===== src/rtl/bpf_cal_seq.sv =====
// ---------------------------------------------------------------------------
// bpf_cal_seq
//   Multi-channel power-up / calibration / ready sequencer for the band-pass
//   filter banks. Each of N_CH channels runs its own OFF -> CAL -> SETTLE ->
//   READY sequence with an independent down-counter. The per-channel ready
//   flags are combined into ALL_RDY.
//
//   Optional feature: define BPF_CAL_TIMEOUT_EN to add a per-channel
//   calibration watchdog and a FAULT state. Without it CAL_ERR is tied to 0.
//
// Ports
//   CLK      in   1     system clock, rising edge
//   RST_N    in   1     asynchronous active-low reset
//   PU       in   N_CH  per-channel power-up; 0 forces the channel to OFF
//   CAL      in   N_CH  per-channel calibration enable; gates the CAL count
//   RDY      out  N_CH  channel ready, registered
//   BUSY     out  N_CH  channel in CAL or SETTLE, registered
//   ALL_RDY  out  1     all powered channels ready and at least one powered
//   CAL_ERR  out  N_CH  calibration watchdog fault, registered
// ---------------------------------------------------------------------------
module bpf_cal_seq #(
  parameter int N_CH       = 4,
  parameter int CLK_PER_US = 5,
  parameter int T_CAL_US   = 6,
  parameter int T_RDY_US   = 2,
  parameter int TO_US      = 64,
  parameter int CNT_W      = 16
) (
  input  logic            CLK,
  input  logic            RST_N,
  input  logic [N_CH-1:0] PU,
  input  logic [N_CH-1:0] CAL,
  output logic [N_CH-1:0] RDY,
  output logic [N_CH-1:0] BUSY,
  output logic            ALL_RDY,
  output logic [N_CH-1:0] CAL_ERR
);

  localparam logic [CNT_W-1:0] T_CAL_CYC = CNT_W'(CLK_PER_US * T_CAL_US);
  localparam logic [CNT_W-1:0] T_RDY_CYC = CNT_W'(CLK_PER_US * T_RDY_US);
  localparam logic [CNT_W-1:0] CNT_ONE   = CNT_W'(1);

  // Reject configurations the counters cannot represent.
  if (T_CAL_US < 1 || T_RDY_US < 1 ||
      CLK_PER_US * T_CAL_US >= (1 << CNT_W) ||
      CLK_PER_US * T_RDY_US >= (1 << CNT_W) ||
      CLK_PER_US * TO_US    >= (1 << CNT_W)) begin : g_bad_cfg
    $error("bpf_cal_seq: timing parameters out of range for CNT_W");
  end

`ifdef BPF_CAL_TIMEOUT_EN
  localparam logic [CNT_W-1:0] TO_CYC = CNT_W'(CLK_PER_US * TO_US);
`endif

  typedef enum logic [2:0] {
    S_OFF,
    S_CAL,
    S_SETTLE,
    S_READY
`ifdef BPF_CAL_TIMEOUT_EN
    , S_FAULT
`endif
  } state_t;

  for (genvar i = 0; i < N_CH; i++) begin : g_ch
    state_t           state_q, state_nx;
    logic [CNT_W-1:0] cnt_q, cnt_nx;
    logic             rdy_q, busy_q;
`ifdef BPF_CAL_TIMEOUT_EN
    logic [CNT_W-1:0] wd_q, wd_nx;
    logic             err_q;
`endif

    // NOTE: every variable written here gets a default first, so no path
    // leaves it unassigned and no latch is inferred.
    always_comb begin
      state_nx = state_q;
      cnt_nx   = cnt_q;
`ifdef BPF_CAL_TIMEOUT_EN
      wd_nx    = wd_q;
`endif
      if (!PU[i]) begin
        // Power-down wins in every state.
        state_nx = S_OFF;
        cnt_nx   = '0;
`ifdef BPF_CAL_TIMEOUT_EN
        wd_nx    = '0;
`endif
      end else begin
        unique case (state_q)
          S_OFF: begin
            state_nx = S_CAL;
            cnt_nx   = T_CAL_CYC;
`ifdef BPF_CAL_TIMEOUT_EN
            wd_nx    = '0;
`endif
          end
          S_CAL: begin
`ifdef BPF_CAL_TIMEOUT_EN
            wd_nx = wd_q + CNT_ONE;
`endif
            if (CAL[i] && cnt_q == CNT_ONE) begin
              // Finishing calibration takes precedence over a watchdog
              // expiring on the same edge.
              state_nx = S_SETTLE;
              cnt_nx   = T_RDY_CYC;
`ifdef BPF_CAL_TIMEOUT_EN
              wd_nx    = '0;
            end else if (wd_q == TO_CYC) begin
              state_nx = S_FAULT;
              cnt_nx   = '0;
              wd_nx    = '0;
`endif
            end else if (CAL[i]) begin
              cnt_nx = cnt_q - CNT_ONE;
            end
          end
          S_SETTLE: begin
            if (cnt_q == CNT_ONE) begin
              state_nx = S_READY;
              cnt_nx   = '0;
            end else begin
              cnt_nx = cnt_q - CNT_ONE;
            end
          end
          S_READY: ;  // CAL is ignored; only PU low leaves READY
`ifdef BPF_CAL_TIMEOUT_EN
          S_FAULT: ;  // only PU low or reset leaves FAULT
`endif
          default: begin
            state_nx = S_OFF;
            cnt_nx   = '0;
          end
        endcase
      end
    end

    // NOTE: sequential state uses non-blocking assignments so every flop
    // samples the pre-edge values regardless of statement order.
    always_ff @(posedge CLK or negedge RST_N) begin
      if (!RST_N) begin
        state_q <= S_OFF;
        cnt_q   <= '0;
        rdy_q   <= 1'b0;
        busy_q  <= 1'b0;
`ifdef BPF_CAL_TIMEOUT_EN
        wd_q    <= '0;
        err_q   <= 1'b0;
`endif
      end else begin
        state_q <= state_nx;
        cnt_q   <= cnt_nx;
        // Outputs are decoded from the next state so they change on the
        // same edge as the state register.
        rdy_q   <= (state_nx == S_READY);
        busy_q  <= (state_nx == S_CAL) || (state_nx == S_SETTLE);
`ifdef BPF_CAL_TIMEOUT_EN
        wd_q    <= wd_nx;
        err_q   <= (state_nx == S_FAULT);
`endif
      end
    end

    assign RDY[i]  = rdy_q;
    assign BUSY[i] = busy_q;
`ifdef BPF_CAL_TIMEOUT_EN
    assign CAL_ERR[i] = err_q;
`else
    assign CAL_ERR[i] = 1'b0;
`endif
  end

  // Unpowered channels count as ready; at least one channel must be powered.
  always_ff @(posedge CLK or negedge RST_N) begin
    if (!RST_N) begin
      ALL_RDY <= 1'b0;
    end else begin
      ALL_RDY <= (|PU) & (&(RDY | ~PU));
    end
  end

endmodule


===== config.mk =====
export PLATFORM = sky130hd
export DESIGN_NAME = bpf_cal_seq
export DESIGN_NICKNAME = d
export VERILOG_FILES = /design/src/rtl/bpf_cal_seq.sv
export SDC_FILE = /design/constraint.sdc
export NUM_CORES = 1
export LEC_CHECK = 0
export BUFFER_PORTS_ARGS = -buffer_cell sky130_fd_sc_hd__buf_4
export CAP_MARGIN = 20
export CORE_ASPECT_RATIO = 1.4
export CORE_MARGIN = 8
export CORE_UTILIZATION = 55
export DETAILED_ROUTE_END_ITERATION = 16
export PLACE_DENSITY = 0.72
export SYNTH_ARGS = -nofsm -noshare
export SYNTH_HDL_FRONTEND = slang
export SYNTH_SLANG_ARGS = --single-unit

===== constraint.sdc =====
create_clock -name CLK -period 3.4 [get_ports CLK]
set_input_delay 0.17 -clock CLK [delete_from_list [all_inputs] [get_ports CLK]]
set_output_delay 0.17 -clock CLK [all_outputs]
set_load 0.01 [all_outputs]

=== After elaboration in Yosys (flattened, before gate mapping) ===
Cells that the tools add are included.

* Equal/unequal tests: 36
* Mux-type cells: 36
* Reductions and logical operators: 18
* Bitwise logic cells: 3
* Add/subtract/negate cells: 4

{| class="wikitable"
|+ Operators by type and width
! cell !! number
|-
| $mux 16 || 16
|-
| $pmux 16 s4 || 4
|-
| $eq 16x1->1 const B || 4
|-
| $sub 16x1->16 const B || 4
|-
| $eq 3x2->1 const B || 16
|-
| $pmux 3 s4 || 4
|-
| $mux 3 || 12
|-
| $eq 3x1->1 const B || 8
|-
| $ne 4x4->1 const B || 4
|-
| $logic_not 3->1 || 4
|-
| $ne 2x2->1 const B || 4
|-
| $reduce_and 2->1 || 4
|-
| $logic_and 1x1->1 || 4
|-
| $logic_or 1x1->1 || 4
|-
| $not 4->4 || 1
|-
| $or 4x4->4 || 1
|-
| $reduce_and 4->1 || 1
|-
| $reduce_or 4->1 || 1
|-
| $and 1x1->1 || 1
|}

* Logic and storage cells: 114
* Bits in registers: 85

=== Logic depth before layout (Yosys ltp) ===
* Depth after elaboration: 7
* Gate-level depth with buffers: 7

=== Worst setup path before layout ===
OpenSTA, ideal clock, no wires.

* Kind: reg2reg
* Start point: register g_ch[2].cnt_q[0]
* End point: register g_ch[2].cnt_q[10]
* Arrival: 1.812 ns
* Buffers on the path: 0
* Slack: 1.493 ns
* Data required time: 3.306 ns
* Stages on the path, launching flop included: 7
* Period minus slack after synthesis: 1.907 ns
* Path through: dfrtp_1 inv_1 ha_1 nor3b_2 o21ai_0 or4_1 a211oi_1

* Word-level cells in the longest chain between the ends: 5

{| class="wikitable"
|+ Ends and longest elaborated chain
! item !! RTL line !! source
|-
| start, declared || 67 || <nowiki>logic [CNT_W-1:0] cnt_q, cnt_nx;</nowiki>
|-
| start signal, assigned || 152 || <nowiki>cnt_q <= cnt_nx;</nowiki>
|-
| $sub 16x1->16 / $eq 16x1->1 (equally long branches) || n/a ||
|-
| $mux 16 / $logic_and 1x1->1 (equally long branches) || 114, 102 ||
|-
| $mux 16 || 102 || <nowiki>if (CAL[i] && cnt_q == CNT_ONE) begin</nowiki>
|-
| $pmux 16 s4 || 90 || <nowiki>unique case (state_q)</nowiki>
|-
| $mux 16 || 82 || <nowiki>if (!PU[i]) begin</nowiki>
|}

Parallel ways exist; a longest one is shown, timed or not. The select of a mux whose other input is x is not followed.
A chain may end at the register's enable or synchronous reset.

=== Worst setup path in the final report ===
* Start point: register g_ch[0].state_q[1]
* End point: register g_ch[0].cnt_q[13]

* Word-level cells in the longest chain between the ends: 3

{| class="wikitable"
|+ Ends and longest elaborated chain
! item !! RTL line !! source
|-
| start, declared || 66 || <nowiki>state_t state_q, state_nx;</nowiki>
|-
| start signal, assigned || 151 || <nowiki>state_q <= state_nx;</nowiki>
|-
| $eq 3x2->1 (tied with other cells) || 90 ||
|-
| $pmux 16 s4 (tied with other cells) || 90 ||
|-
| $mux 16 / $reduce_and 2->1 (equally long branches) || n/a ||
|-
| end signal, assigned || 152 ||
|-
| end, declared || 67 ||
|}

Parallel ways exist; a longest one is shown, timed or not.

==> impl_metrics.toml <==
[yosys]
synth.avg_cell_area_um2 = 9.17
yosys_register_bits = 85
synth_edf_count = 0
async_flop_share_pct = 100
syn_area_um2 = 5150
yosysSeqAreaShare_pct = 41.3
syn_inst = 561
ys_warn_count = 0
ys.flop_type = "dfrtp_1"
synthDistinctLibCells = 63

[setup_path]
start_kind = "register"
worstPathArrival_ns = 2.51
path_max_fanout = 13
ff2ff_path_depth = 4
r2r_start = "g_ch[0].state_q[1]"
cpMaxStageDelayCell = "a21oi_1"
path_buf_inv = 0
cp_top_family = "compound AO/OA/AOI/OAI gates"
critPathCaptureType = "register"
critPathMaxStageDelay_ns = 0.74
worstSetupPathType = "reg -> reg"
cp.required_ns = 3.66
path_cells = "nand3b_1 -> a21oi_1 -> or3b_2 -> a31oi_1"
crit_cells = 4
startpoint = "g_ch[0].state_q[1]"

[sta]
finalCriticalPeriod_ns = 2.25
maxSlewViolCount = 0
rsz0062_at_grt = "false"
setup_violations = 0
min_period_over_period_pct = 66.3
worst_pin_slew_ns = 0.919
finalClockSkew_ns = 0.00612
hold_viol = 0
clock.fmax_ghz = 0.444
slew_headroom_pct = 38.1
finalSetupTns_ns = 0

[global_route]
grt-ovfl-total = 0
grt_pass1_wl_mm = 19.2
grt_pass1_vias = 4105
grt_usage_pct = 18.2
grt_antenna_before_repair = 0
grt_max_degree = 86

[clock_network]
cts_buffer_depth = 2
clock-sinks = 85
post_cts_resized = 0
path_clk_slew_ns = 0.06
postCtsSetupBuffers = 0
cts_buffers = 9
cts_tree = "yes"
htree_num_levels = 3
clock_latency_ns = 0.34
ctsHoldBuffers = 0
cts-root-buf = "clkbuf_16"

[detailed_routing]
via_count = 4452
vias_per_cell = 6.52
drtIter0Drc = 243
routedWlPerCell_um = 16.9
drc_errors = 0
ant_nets = 0
drt-pass1-iter-count = 4
wl_mm = 11.5

[final_layout]
nets = 586
fillCellCount = 798
diodes = 0
final_util_pct = 60.6
final_cells = 683
syn2layout_area_growth_pct = 9.53
regArea_um2 = 2130
multiInputGateArea_um2 = 2740
drive_gt1_share_pct = 11.9
final_cell_mix = "85 x dfrtp_1, 35 x a31oi_1, 33 x nor2_1"
final_common_cell = "dfrtp_1"

[pwr]
power_density_nw_per_um2 = 491
p_leak_nw = 2.40
power.total_w = 0.00277
vdd_drop_max_mv = 0.289

[placement]
portBuffers = 18
dp_hpwl_mm = 8.01
gp_congestion = 0.871
place_inst = 665

[floorplanning]
row_count = 42
coreArea_um2 = 9300
pin_count = 23
die_x_um = 97.8
die_h_um = 130
dieArea_um2 = 12800
start_util_pct = 55.3

[worst_hold_path]
min_path_cells = 3
min_from = "CAL[2]"
min_path_type = "in -> reg"

[flow_run]
maxCapViolations = 0

[run_status]
status = "completed"
==> metrics by stage <==
stage                     hold slack, ns  area [um2]  worst slack (ns)
final                              0.141        5640              1.15
after global placement             0.428        5300              1.28
after floorplan                   -0.126        5170              1.49
after global routing               0.160        5640              1.01
after CTS                         0.0776        5600              1.18
after detailed placement           0.441        5300              1.20
==> path summary, 6_finish.rpt <==
check	endpoint	slack (ns)
max in group asynchronous	g_ch[0].cnt_q[7]	2.52
min	g_ch[2].state_q[1]	0.14
max	g_ch[0].cnt_q[13]	1.15
min reg2reg	g_ch[1].cnt_q[14]	0.49
max reg2reg	g_ch[0].cnt_q[13]	1.15
min in group asynchronous	g_ch[3].cnt_q[9]	0.27
==> flip-flops by register name (all words and copies together) (netlist names) <==
register / count
ALL_RDY: 1
g_ch.busy_q: 4
g_ch.cnt_q: 64
g_ch.rdy_q: 4
g_ch.state_q: 12
==> Yosys cell counts, types with 5 or more instances <==
cell / n / area [um2]
inv_1: 28 / 105
dfrtp_1: 85 / 2130
o22ai_1: 11 / 68.8
clkbuf_1: 22 / 82.6
ha_1: 8 / 100
nor2b_1: 14 / 87.6
a41oi_1: 10 / 87.6
o21ai_0: 16 / 80.1
nor2_1: 33 / 124
nand3_1: 23 / 115
a211oi_1: 9 / 67.6
xor2_1: 9 / 78.8
buf_4: 13 / 97.6
and4_1: 7 / 61.3
a21oi_1: 27 / 135
nand3b_1: 8 / 60.1
or4_1: 7 / 52.6
nand2b_1: 16 / 100
mux2i_1: 5 / 50.1
and3_1: 7 / 43.8
or3_1: 7 / 43.8
nand4_1: 14 / 87.6
nor4_2: 5 / 62.6
nand2_1: 30 / 113
o211ai_1: 18 / 135
nor4_1: 5 / 31.3
nor4b_1: 6 / 52.6
o31ai_1: 9 / 67.6
a31oi_1: 35 / 219
or3b_2: 6 / 52.6
nor3_1: 19 / 95.1
==> per-layer routing <==
| layer | vias up | global-route usage (%) | share of wire (%) |
|---|---|---|---|
| met1 | 2177 | 22.0 | 44 |
| met2 | 119 | 31.9 | 50 |
| met4 | 0 | 7.92 | 1.8 |
| li1 | 2139 | - | - |
| met3 | 17 | 2.33 | 4.4 |
| met5 | - | 0 | 0 |
==> cell families after synthesis <==
kind of cell,after synthesis,synth area share [%]
flops,85,41.3
fa+ha+maj,8,1.95
mux,5,0.973
compound gates,159,20.8
xor+xnor,9,1.53
simple gates,228,27.4
buf+inv,66,5.93
other cells,1,0.0729
==> tightest hold or removal path, stage by stage <==
cell and delay, ns:
buf_4 0.13, nand3_1 0.08, a21oi_1 0.06
==> cell type report <==
| class | count | share of cell area [%] |
|---|---|---|
| Timing Repair Buffer | 27 | 4.00 |
| Inverter | 28 | 1.86 |
| Tap cell | 110 | 2.44 |
| Sequential cell | 85 | 37.7 |
| Clock buffer | 10 | 4.24 |
| Clock inverter | 6 | 1.11 |
| Multi-Input combinational cell | 417 | 48.6 |
==> where the power goes <==
group / internal, W / switching, W
sequential: 0.00109 / 0.000110
clock: 0.000587 / 0.000411
combinational: 0.000246 / 0.000323
total: 0.00192 / 0.000845
(Power assumes the default switching activity.)
